<file path="src/rtl/pcie_phy_pkg.sv">
// Shared PCIe PHY receive-path definitions: symbol constants and the
// serial aligner state encoding.
package pcie_phy_pkg;

  localparam int unsigned BYTE_W = 8;

  localparam logic [BYTE_W-1:0] COM_SYM_DEFAULT = 8'hBC;

  typedef enum logic [1:0] {
    SEARCH = 2'd0,
    ALIGN  = 2'd1,
    ACTIVE = 2'd2
  } align_state_e;

endpackage

</file>
<file path="src/rtl/serial_to_parallel_aligner_if.sv">
// Serial input and byte output bundle between the aligner and its neighbours
// (bit source upstream, 1x2 byte demux downstream).
interface serial_to_parallel_aligner_if;
  import pcie_phy_pkg::*;

  logic              serial_in;
  logic [BYTE_W-1:0] data_out;
  logic              valid_out;
  logic              active;

  modport master (output serial_in, input data_out, valid_out, active);
  modport slave  (input serial_in, output data_out, valid_out, active);

endinterface

</file>
<file path="src/rtl/shift_reg_8b.sv">
// 8-bit serial-in/parallel-out shifter; window is the byte that will be held
// after the current edge, i.e. the last seven bits plus the incoming one.
module shift_reg_8b
  import pcie_phy_pkg::*;
(
  input  logic              clk,
  input  logic              clr_n,
  input  logic              din,
  output logic [BYTE_W-1:0] window
);

  // The oldest bit of the full register never reaches the window, so only
  // the seven younger bits are kept.
  logic [BYTE_W-2:0] hist_q;

  assign window = {hist_q, din};

  // NOTE: sequential state uses non-blocking assignments so every register
  // samples pre-edge values regardless of process ordering.
  always_ff @(posedge clk or negedge clr_n) begin
    if (!clr_n) hist_q <= '0;
    else        hist_q <= window[BYTE_W-2:0];
  end

endmodule

</file>
<file path="src/rtl/serial_to_parallel_aligner.sv">
// Receive deserializer: hunts for COM at bit granularity, locks after BC_COUNT
// aligned COMs, then strobes each non-COM byte to the byte demux.
module serial_to_parallel_aligner
  import pcie_phy_pkg::*;
#(
  parameter logic [BYTE_W-1:0] COM_SYM  = COM_SYM_DEFAULT,
  parameter int unsigned       BC_COUNT = 4
) (
  input  logic                         clk,
  input  logic                         reset_L,
  serial_to_parallel_aligner_if.slave  bus
);

  localparam logic [3:0] BC_TARGET = 4'(BC_COUNT);

  logic [BYTE_W-1:0] window;
  align_state_e      state_q, state_d;
  logic [2:0]        bit_cnt_q, bit_cnt_d;
  logic [3:0]        com_cnt_q, com_cnt_d;
  logic [BYTE_W-1:0] data_q, data_d;
  logic              valid_q, valid_d;
  logic              active_q, active_d;

  shift_reg_8b u_shift (
    .clk    (clk),
    .clr_n  (reset_L),
    .din    (bus.serial_in),
    .window (window)
  );

  always_ff @(posedge clk or negedge reset_L) begin
    if (!reset_L) begin
      state_q   <= SEARCH;
      bit_cnt_q <= '0;
      com_cnt_q <= '0;
      data_q    <= '0;
      valid_q   <= 1'b0;
      active_q  <= 1'b0;
    end else begin
      state_q   <= state_d;
      bit_cnt_q <= bit_cnt_d;
      com_cnt_q <= com_cnt_d;
      data_q    <= data_d;
      valid_q   <= valid_d;
      active_q  <= active_d;
    end
  end

  // NOTE: every signal gets a default before the case so no path leaves one
  // unassigned, which would otherwise infer a latch.
  always_comb begin
    state_d   = state_q;
    bit_cnt_d = bit_cnt_q + 3'd1;
    com_cnt_d = com_cnt_q;
    data_d    = data_q;
    valid_d   = 1'b0;
    active_d  = active_q;

    case (state_q)
      SEARCH: begin
        bit_cnt_d = '0;
        if (window == COM_SYM) begin
          com_cnt_d = 4'd1;
          if (BC_COUNT == 1) begin
            state_d  = ACTIVE;
            active_d = 1'b1;
          end else begin
            state_d  = ALIGN;
          end
        end
      end

      ALIGN: begin
        if (bit_cnt_q == 3'd7) begin
          if (window == COM_SYM) begin
            com_cnt_d = com_cnt_q + 4'd1;
            if ((com_cnt_q + 4'd1) == BC_TARGET) begin
              state_d  = ACTIVE;
              active_d = 1'b1;
            end
          end else begin
            // Broken run: hunt restarts on the following edge.
            state_d   = SEARCH;
            com_cnt_d = '0;
          end
        end
      end

      ACTIVE: begin
        if (bit_cnt_q == 3'd7) begin
          data_d  = window;
          valid_d = (window != COM_SYM);
        end
      end

      default: begin
        state_d = SEARCH;
      end
    endcase
  end

  assign bus.data_out  = data_q;
  assign bus.valid_out = valid_q;
  assign bus.active    = active_q;

endmodule

</file>
<file path="src/flat_wrapper.sv">
// flat-port wrapper written by rule: the top's interface ports become plain ports
module serial_to_parallel_aligner_flat import pcie_phy_pkg::*;
#(
  parameter logic [BYTE_W-1:0] COM_SYM  = COM_SYM_DEFAULT,
  parameter int unsigned       BC_COUNT = 4
)
  (clk, reset_L, bus_serial_in, bus_data_out, bus_valid_out, bus_active);
  serial_to_parallel_aligner_if bus_i ();
  input  logic clk;
  input  logic reset_L;
  input wire logic [$bits(bus_i.serial_in)-1:0] bus_serial_in;
  output wire logic [$bits(bus_i.data_out)-1:0] bus_data_out;
  output wire logic [$bits(bus_i.valid_out)-1:0] bus_valid_out;
  output wire logic [$bits(bus_i.active)-1:0] bus_active;
  assign bus_i.serial_in = bus_serial_in;
  assign bus_data_out = bus_i.data_out;
  assign bus_valid_out = bus_i.valid_out;
  assign bus_active = bus_i.active;
  serial_to_parallel_aligner #(.COM_SYM(COM_SYM), .BC_COUNT(BC_COUNT)) u_core (.clk(clk), .reset_L(reset_L), .bus(bus_i));
endmodule
</file>
<file path="config.mk">
export PLATFORM = sky130hd
export DESIGN_NAME = serial_to_parallel_aligner_flat
export DESIGN_NICKNAME = d
export VERILOG_FILES = /design/src/rtl/pcie_phy_pkg.sv /design/src/rtl/serial_to_parallel_aligner_if.sv /design/src/rtl/shift_reg_8b.sv /design/src/rtl/serial_to_parallel_aligner.sv /design/src/flat_wrapper.sv
export SDC_FILE = /design/constraint.sdc
export NUM_CORES = 1
export LEC_CHECK = 0
export ABC_AREA = 1
export CORE_UTILIZATION = 56
export DETAILED_ROUTE_END_ITERATION = 8
export GPL_TIMING_DRIVEN = 0
export PLACE_DENSITY = 0.8
export SYNTH_ARGS = -nofsm -noshare
export SYNTH_HDL_FRONTEND = slang
export SYNTH_SLANG_ARGS = --single-unit
</file>
<file path="constraint.sdc">
create_clock -name clk -period 4.06 [get_ports clk]
set_input_delay 0.812 -clock clk [delete_from_list [all_inputs] [get_ports clk]]
set_output_delay 0.812 -clock clk [all_outputs]
set_load 0.005 [all_outputs]
</file>
==> flow_summary_export.csv, run 1 <==
group,metric,value,unit
die,core-area,1750,um2
clock_network,post_cts_resize_count,0,
routing,antenna_left,0,
routing,drt-total-wl,1.60,mm
power,p_int,313,uW
setup_path,worstReg2RegStart,"u_core.bit_cnt_q[0]",
setup_path,path_max_fanout,2,
setup_path,path_cells,"clkdlybuf4s50_1",
clock_network,cts_max_path_buffers,2,
clock_network,clock-sinks,26,
setup_path,critPathTopFamily,"buffers and inverters",
die,initial_core_util,0.606,
global_route,grt_pass1_vias,685,
routing,drc,0,
setup_path,cp_slowest_cell,"clkdlybuf4s50_1",
synth,synth_top_cells_by_count,"27 x nand2_1, 26 x dfrtp_1, 12 x inv_1, 10 x nor2_1, 8 x nand3_1",
routing,vias,717,
power,power.net_switching,84.7,uW
hold_path,whs_endpoint,"u_core.u_shift.hist_q[6]",
setup_path,rrSetupSlack,2520,ps
clock_network,cts_root_buf,"clkbuf_4",
sta,whs,389,ps
setup_path,r2r-end,"u_core.bus.data_out[5]",
clock_network,cts_buffers,3,
layout,fin_util,0.705,
global_route,grt_pass1_wl,2.70,mm
synth,yosys_warnings,0,
run,maxCapViolations,0,
setup_path,cpPeakStageDelay,510,ps
die,rows,15,
sta,worstMarginPinSlew,1100,ps
synth,ys.flop_type,"dfrtp_1",
sta,finalWorstSetupSlack,2050,ps
synth,syn_area,1060,um2
layout,fin_cells,145,
clock_network,cts_tree,"yes",
die,fp.dieArea,2070,um2
synth,synth-edff-count,0,
power,ir_drop,297,uV
synth,yosysMostFrequentCell,"nand2_1",
power,combPwrFrac,0.053,
synth,synth_area_leaders,"dfrtp_1 62%, nand2_1 9.6%, inv_1 4.3%",
global_route,antenna_found_initial,0,
sta,setup_viol,0,
clock_network,path_clk_slew,120,ps
synth,avgSynthCellArea,10.1,um2
global_route,grt_usage,0.192,
clock_network,insertion_delay,320,ps
sta,fin_crit_sh,0.494,
power,swShare,0.213,
placed_design,dp_cells,142,
synth,yosys_register_bits,26,
global_route,overflow,0,
sta,fmax,498,MHz
synth,synth_top_cell_by_area,"dfrtp_1",
routing,dr.first_iter.drc_count,8,
global_route,grt_max_degree,27,
hold_path,min_path_cells,0,
setup_path,critPathArrivalTime,1190,ps
placed_design,port_buffers,12,
clock_network,h-tree-depth,1,
setup_path,cp-start-kind,"flop",
setup_path,reg2reg_depth,5,
setup_path,cp.required,3250,ps
routing,viasPerCell,4.94,
layout,nets,128,
hold_path,hold_path_class,"flop to flop",
power,power_frac_clock,0.267,
sta,finClkSkew,6.36,ps
sta,slew_viol_final,0,
synth,ys_seq_area_frac,0.615,
power,p_total,398,uW
setup_path,crit_path_end_kind,"output pin",
die,fp.dieH,45.5,um
synth,synth_nets,111,
placed_design,detailedPlace.worstSlack,1770,ps
power,seq_power_share,0.680,
routing,routedWlPerCell,11.0,um
placed_design,gp_congestion,0.855,
die,io-pin-count,13,
setup_path,crit_buf_inv,1,
clock_network,cts_hold_buffers,0,
layout,diodes,0,
layout,syn_to_final_growth,16.4,%
die,die_w,45.5,um
sta,period_needed,2010,ps
synth,synthDistinctLibCells,16,
synth,ys_async_sr_fraction,1.00,
setup_path,crit_type,"flop to output pin",
power,leakage,0.631,nW
sta,totalNegativeSetupSlack,0,ps
placed_design,dp_hpwl,1.15,mm
synth,synthCells,105,
hold_path,min_from,"u_core.u_shift.hist_q[5]",
placed_design,placed_area,1210,um2
sta,grt_setup_unrepaired,"false",
layout,drive_above_1_share,0.125,
power,cellPowerDensity,323,nW/um2
synth,yosysTopAreaCellShare,0.615,
run_status,outcome,"finished clean",
layout,final_area,1230,um2
clock_network,post-cts-setup-buffer-count,0,
sta,relSlewSlack,0.264,
routing,firstDrtPassIters,4,
sta,hold_viol,0,
[cells by family after synthesis]
family | synth area share
AND/OR/NAND/NOR | 0.199
flip-flops | 0.615
adder cells (fa/ha/maj) | 0.0355
buffers and inverters | 0.0568
multiplexers | 0.0568
AO/OA/AOI/OAI | 0.0367
[layout make-up]
type | instances | area (um2)
multi-input cells | 65 | 347
repair buffers | 12 | 120
inverters | 13 | 48.8
plain buffers | 1 | 11.3
clock buffers | 3 | 22.5
fillers | 132 | 514
flip-flops and latches | 26 | 651
well taps | 25 | 31.3
[flip-flops by register name, summed over array words and instances, names as in the netlist]
name,cells
u_core.bus.data_out,8
u_core.u_shift.hist_q,7
u_core.bit_cnt_q,3
u_core.state_q,2
u_core.bus.active,1
u_core.bus.valid_out,1
u_core.com_cnt_q,4
[worst max-delay path by stage]
stage                           start                  end  slack [ps]  cells past startpoint
6_report       u_core.bus.data_out[4]      bus_data_out[4]        2050                      1
5_1_grt                 bus_serial_in  u_core.com_cnt_q[1]        1980                     11
4_1_cts        u_core.bus.data_out[3]      bus_data_out[3]        2040                      1
3_5_place_dp            bus_serial_in  u_core.com_cnt_q[1]        1770                     11
3_3_place_gp            bus_serial_in  u_core.com_cnt_q[3]        1810                     11
2_1_floorplan           bus_serial_in  u_core.com_cnt_q[2]        2390                     10
[routing by layer]
layer,track usage,vias up,routed length (um)
met5,0,-,0
met4,0.103,0,30
li1,-,367,-
met3,0.0595,4,57
met1,0.226,334,725
met2,0.311,12,781
[power groups by stage]
stage	Sequential (mW)	Combinational (mW)	Clock (mW)
after global placement	0.275	0.0214	0
after CTS	0.271	0.0218	0.108
after global routing	0.272	0.0241	0.116
final	0.271	0.0212	0.106
after floorplan	0.275	0.00542	0
after detailed placement	0.276	0.0218	0
[layout by cell type (no fill, tap or decap)]
cell type,netlist,final
o21ai_0,4,4
nand4_1,1,1
nand3_1,8,8
a21oi_1,2,2
buf_6,1,1
mux2_4,1,1
clkdlybuf4s50_1,0,12
nand2_2,1,1
nand2_1,27,27
a31o_2,1,1
mux2_2,4,4
inv_2,1,1
dfrtp_1,26,26
nor2_2,3,3
clkbuf_4,0,3
inv_1,12,12
nor2_1,10,10
ha_1,3,3
Note: power is estimated with default switching activity, not from simulation.
==> run 2, diff against run 1 <==
- CORE_UTILIZATION: 56 -> 47
- PLACE_DENSITY: 0.8 -> 0.72
- clock period: 4.06 -> 1.7 ns (I/O delays scaled with it)
==> run 2 against run 1 <==
- critical path type unchanged
- routed wire length fell by 3.2%
- count of clock-buffer cells in the layout unchanged
- global-route usage down 2.9 points
- combinational power up 140%
- clock power rose to 3.8 times the previous value
- worst hold slack worse by 2.4 ps
- largest power group unchanged
==> flow_summary_export.csv, run 2 (synthesis gave the netlist of run 1 again) <==
group,metric,value,unit
power,cellPowerDensity,868,nW/um2
sta,fmax,653,MHz
die,rows,16,
die,die_w,49.4,um
setup_path,path_cells,"clkdlybuf4s50_1",
routing,vias,706,
routing,drc,0,
setup_path,cp.required,1360,ps
global_route,grt_usage,0.163,
run,maxCapViolations,0,
layout,drive_above_1_share,0.132,
sta,grt_setup_unrepaired,"false",
setup_path,critPathTopFamily,"buffers and inverters",
layout,largest_register_ffs,8,
setup_path,r2r-end,"u_core.bus.data_out[4]",
layout,final_area,1270,um2
global_route,overflow,0,
hold_path,whs_endpoint,"u_core.u_shift.hist_q[6]",
clock_network,cts_root_buf,"clkbuf_4",
run_status,outcome,"finished clean",
setup_path,reg2reg_depth,5,
setup_path,cp_slowest_cell,"clkdlybuf4s50_1",
routing,antenna_left,0,
setup_path,cpPeakStageDelay,510,ps
routing,drt-total-wl,1.54,mm
sta,finalWorstSetupSlack,168,ps
setup_path,path_max_fanout,2,
routing,viasPerCell,4.77,
die,io-pin-count,13,
layout,multi_input_area,352,um2
routing,dr.first_iter.drc_count,9,
layout,fillCellCount,184,
sta,slew_viol_final,0,
layout,nets,128,
routing,routedWlPerCell,10.4,um
layout,syn_to_final_growth,20.0,%
routing,firstDrtPassIters,4,
global_route,grt_max_degree,27,
layout,final_cell_mix,"27 x nand2_1, 26 x dfrtp_1, 12 x inv_1, 12 x clkdlybuf4s50_1, 10 x nor2_1",
power,ir_drop,683,uV
sta,setup_viol,0,
sta,period_needed,1530,ps
global_route,grt_pass1_wl,3.02,mm
layout,fin_cells,148,
placed_design,placed_area,1210,um2
clock_network,post_cts_resize_count,0,
layout,fin_util,0.621,
sta,relSlewSlack,0.276,
setup_path,worstReg2RegStart,"u_core.bit_cnt_q[0]",
clock_network,clock-sinks,26,
setup_path,crit_path_end_kind,"output pin",
setup_path,cp-start-kind,"flop",
hold_path,hold_path_class,"flop to flop",
global_route,antenna_found_initial,0,
clock_network,path_clk_slew,130,ps
sta,totalNegativeSetupSlack,0,ps
placed_design,gp_congestion,0.728,
placed_design,dp_hpwl,1.11,mm
die,core-area,2040,um2
clock_network,post-cts-setup-buffer-count,0,
die,fp.dieH,49.4,um
placed_design,detailedPlace.worstSlack,-122,ps
clock_network,insertion_delay,310,ps
die,fp.dieArea,2440,um2
clock_network,cts_buffers,3,
setup_path,critPathArrivalTime,1190,ps
hold_path,min_path_cells,0,
hold_path,min_from,"u_core.u_shift.hist_q[5]",
setup_path,crit_type,"flop to output pin",
layout,seq_area,651,um2
setup_path,crit_buf_inv,1,
power,leakage,0.645,nW
global_route,grt_pass1_vias,709,
sta,fin_crit_sh,0.901,
clock_network,cts_tree,"yes",
placed_design,dp_cells,144,
layout,diodes,0,
setup_path,rrSetupSlack,170,ps
clock_network,h-tree-depth,1,
sta,worstMarginPinSlew,1080,ps
die,initial_core_util,0.518,
layout,final_common_cell,"nand2_1",
sta,finClkSkew,3.26,ps
clock_network,cts_max_path_buffers,2,
clock_network,cts_hold_buffers,0,
sta,hold_viol,0,
placed_design,port_buffers,12,
## run 2: final cells by class
type | instances | area share
sequential | 26 | 0.513
multi-input combinational | 65 | 0.277
timing repair buffer | 12 | 0.0947
inverter | 13 | 0.0385
tap | 27 | 0.0266
clock inverter | 1 | 0.0237
clock buffer | 3 | 0.0178
buffer | 1 | 0.00888
## run 2: metal layers
layer | GRT usage | part of all wire | vias up
met5 | 0 | 0 | -
met4 | 0.0714 | 0.0091 | 0
met3 | 0.0187 | 0.024 | 2
met2 | 0.249 | 0.47 | 7
met1 | 0.236 | 0.49 | 331
li1 | - | - | 366
## run 2: where the power goes
group | leakage (nW) | switching, mW | total, mW | internal (mW)
logic | 0.298 | 0.0222 | 0.0503 | 0.0281
registers | 0.319 | 0.00973 | 0.646 | 0.636
clock network | 0.0279 | 0.167 | 0.405 | 0.238
## run 2: worst max-delay path by stage
stage / depth (start not counted) / to / start / slack, ps
after floorplan: 5 / u_core.bus.data_out[4] / u_core.bit_cnt_q[0] / 260
after global placement: 11 / u_core.com_cnt_q[2] / bus_serial_in / -90
after detailed placement: 11 / u_core.com_cnt_q[2] / bus_serial_in / -120
after CTS: 1 / bus_data_out[0] / u_core.bus.data_out[0] / 140
after global routing: 11 / u_core.com_cnt_q[1] / bus_serial_in / 40
final: 1 / bus_data_out[0] / u_core.bus.data_out[0] / 170
## run 2: stage by stage
stage / hold WS (ps) / total power [mW]
global placement: 357 / 0.709
detailed placement: 359 / 0.711
floorplan: 44.4 / 0.671
CTS: 389 / 1.12
finish: 386 / 1.10
global route: 394 / 1.14
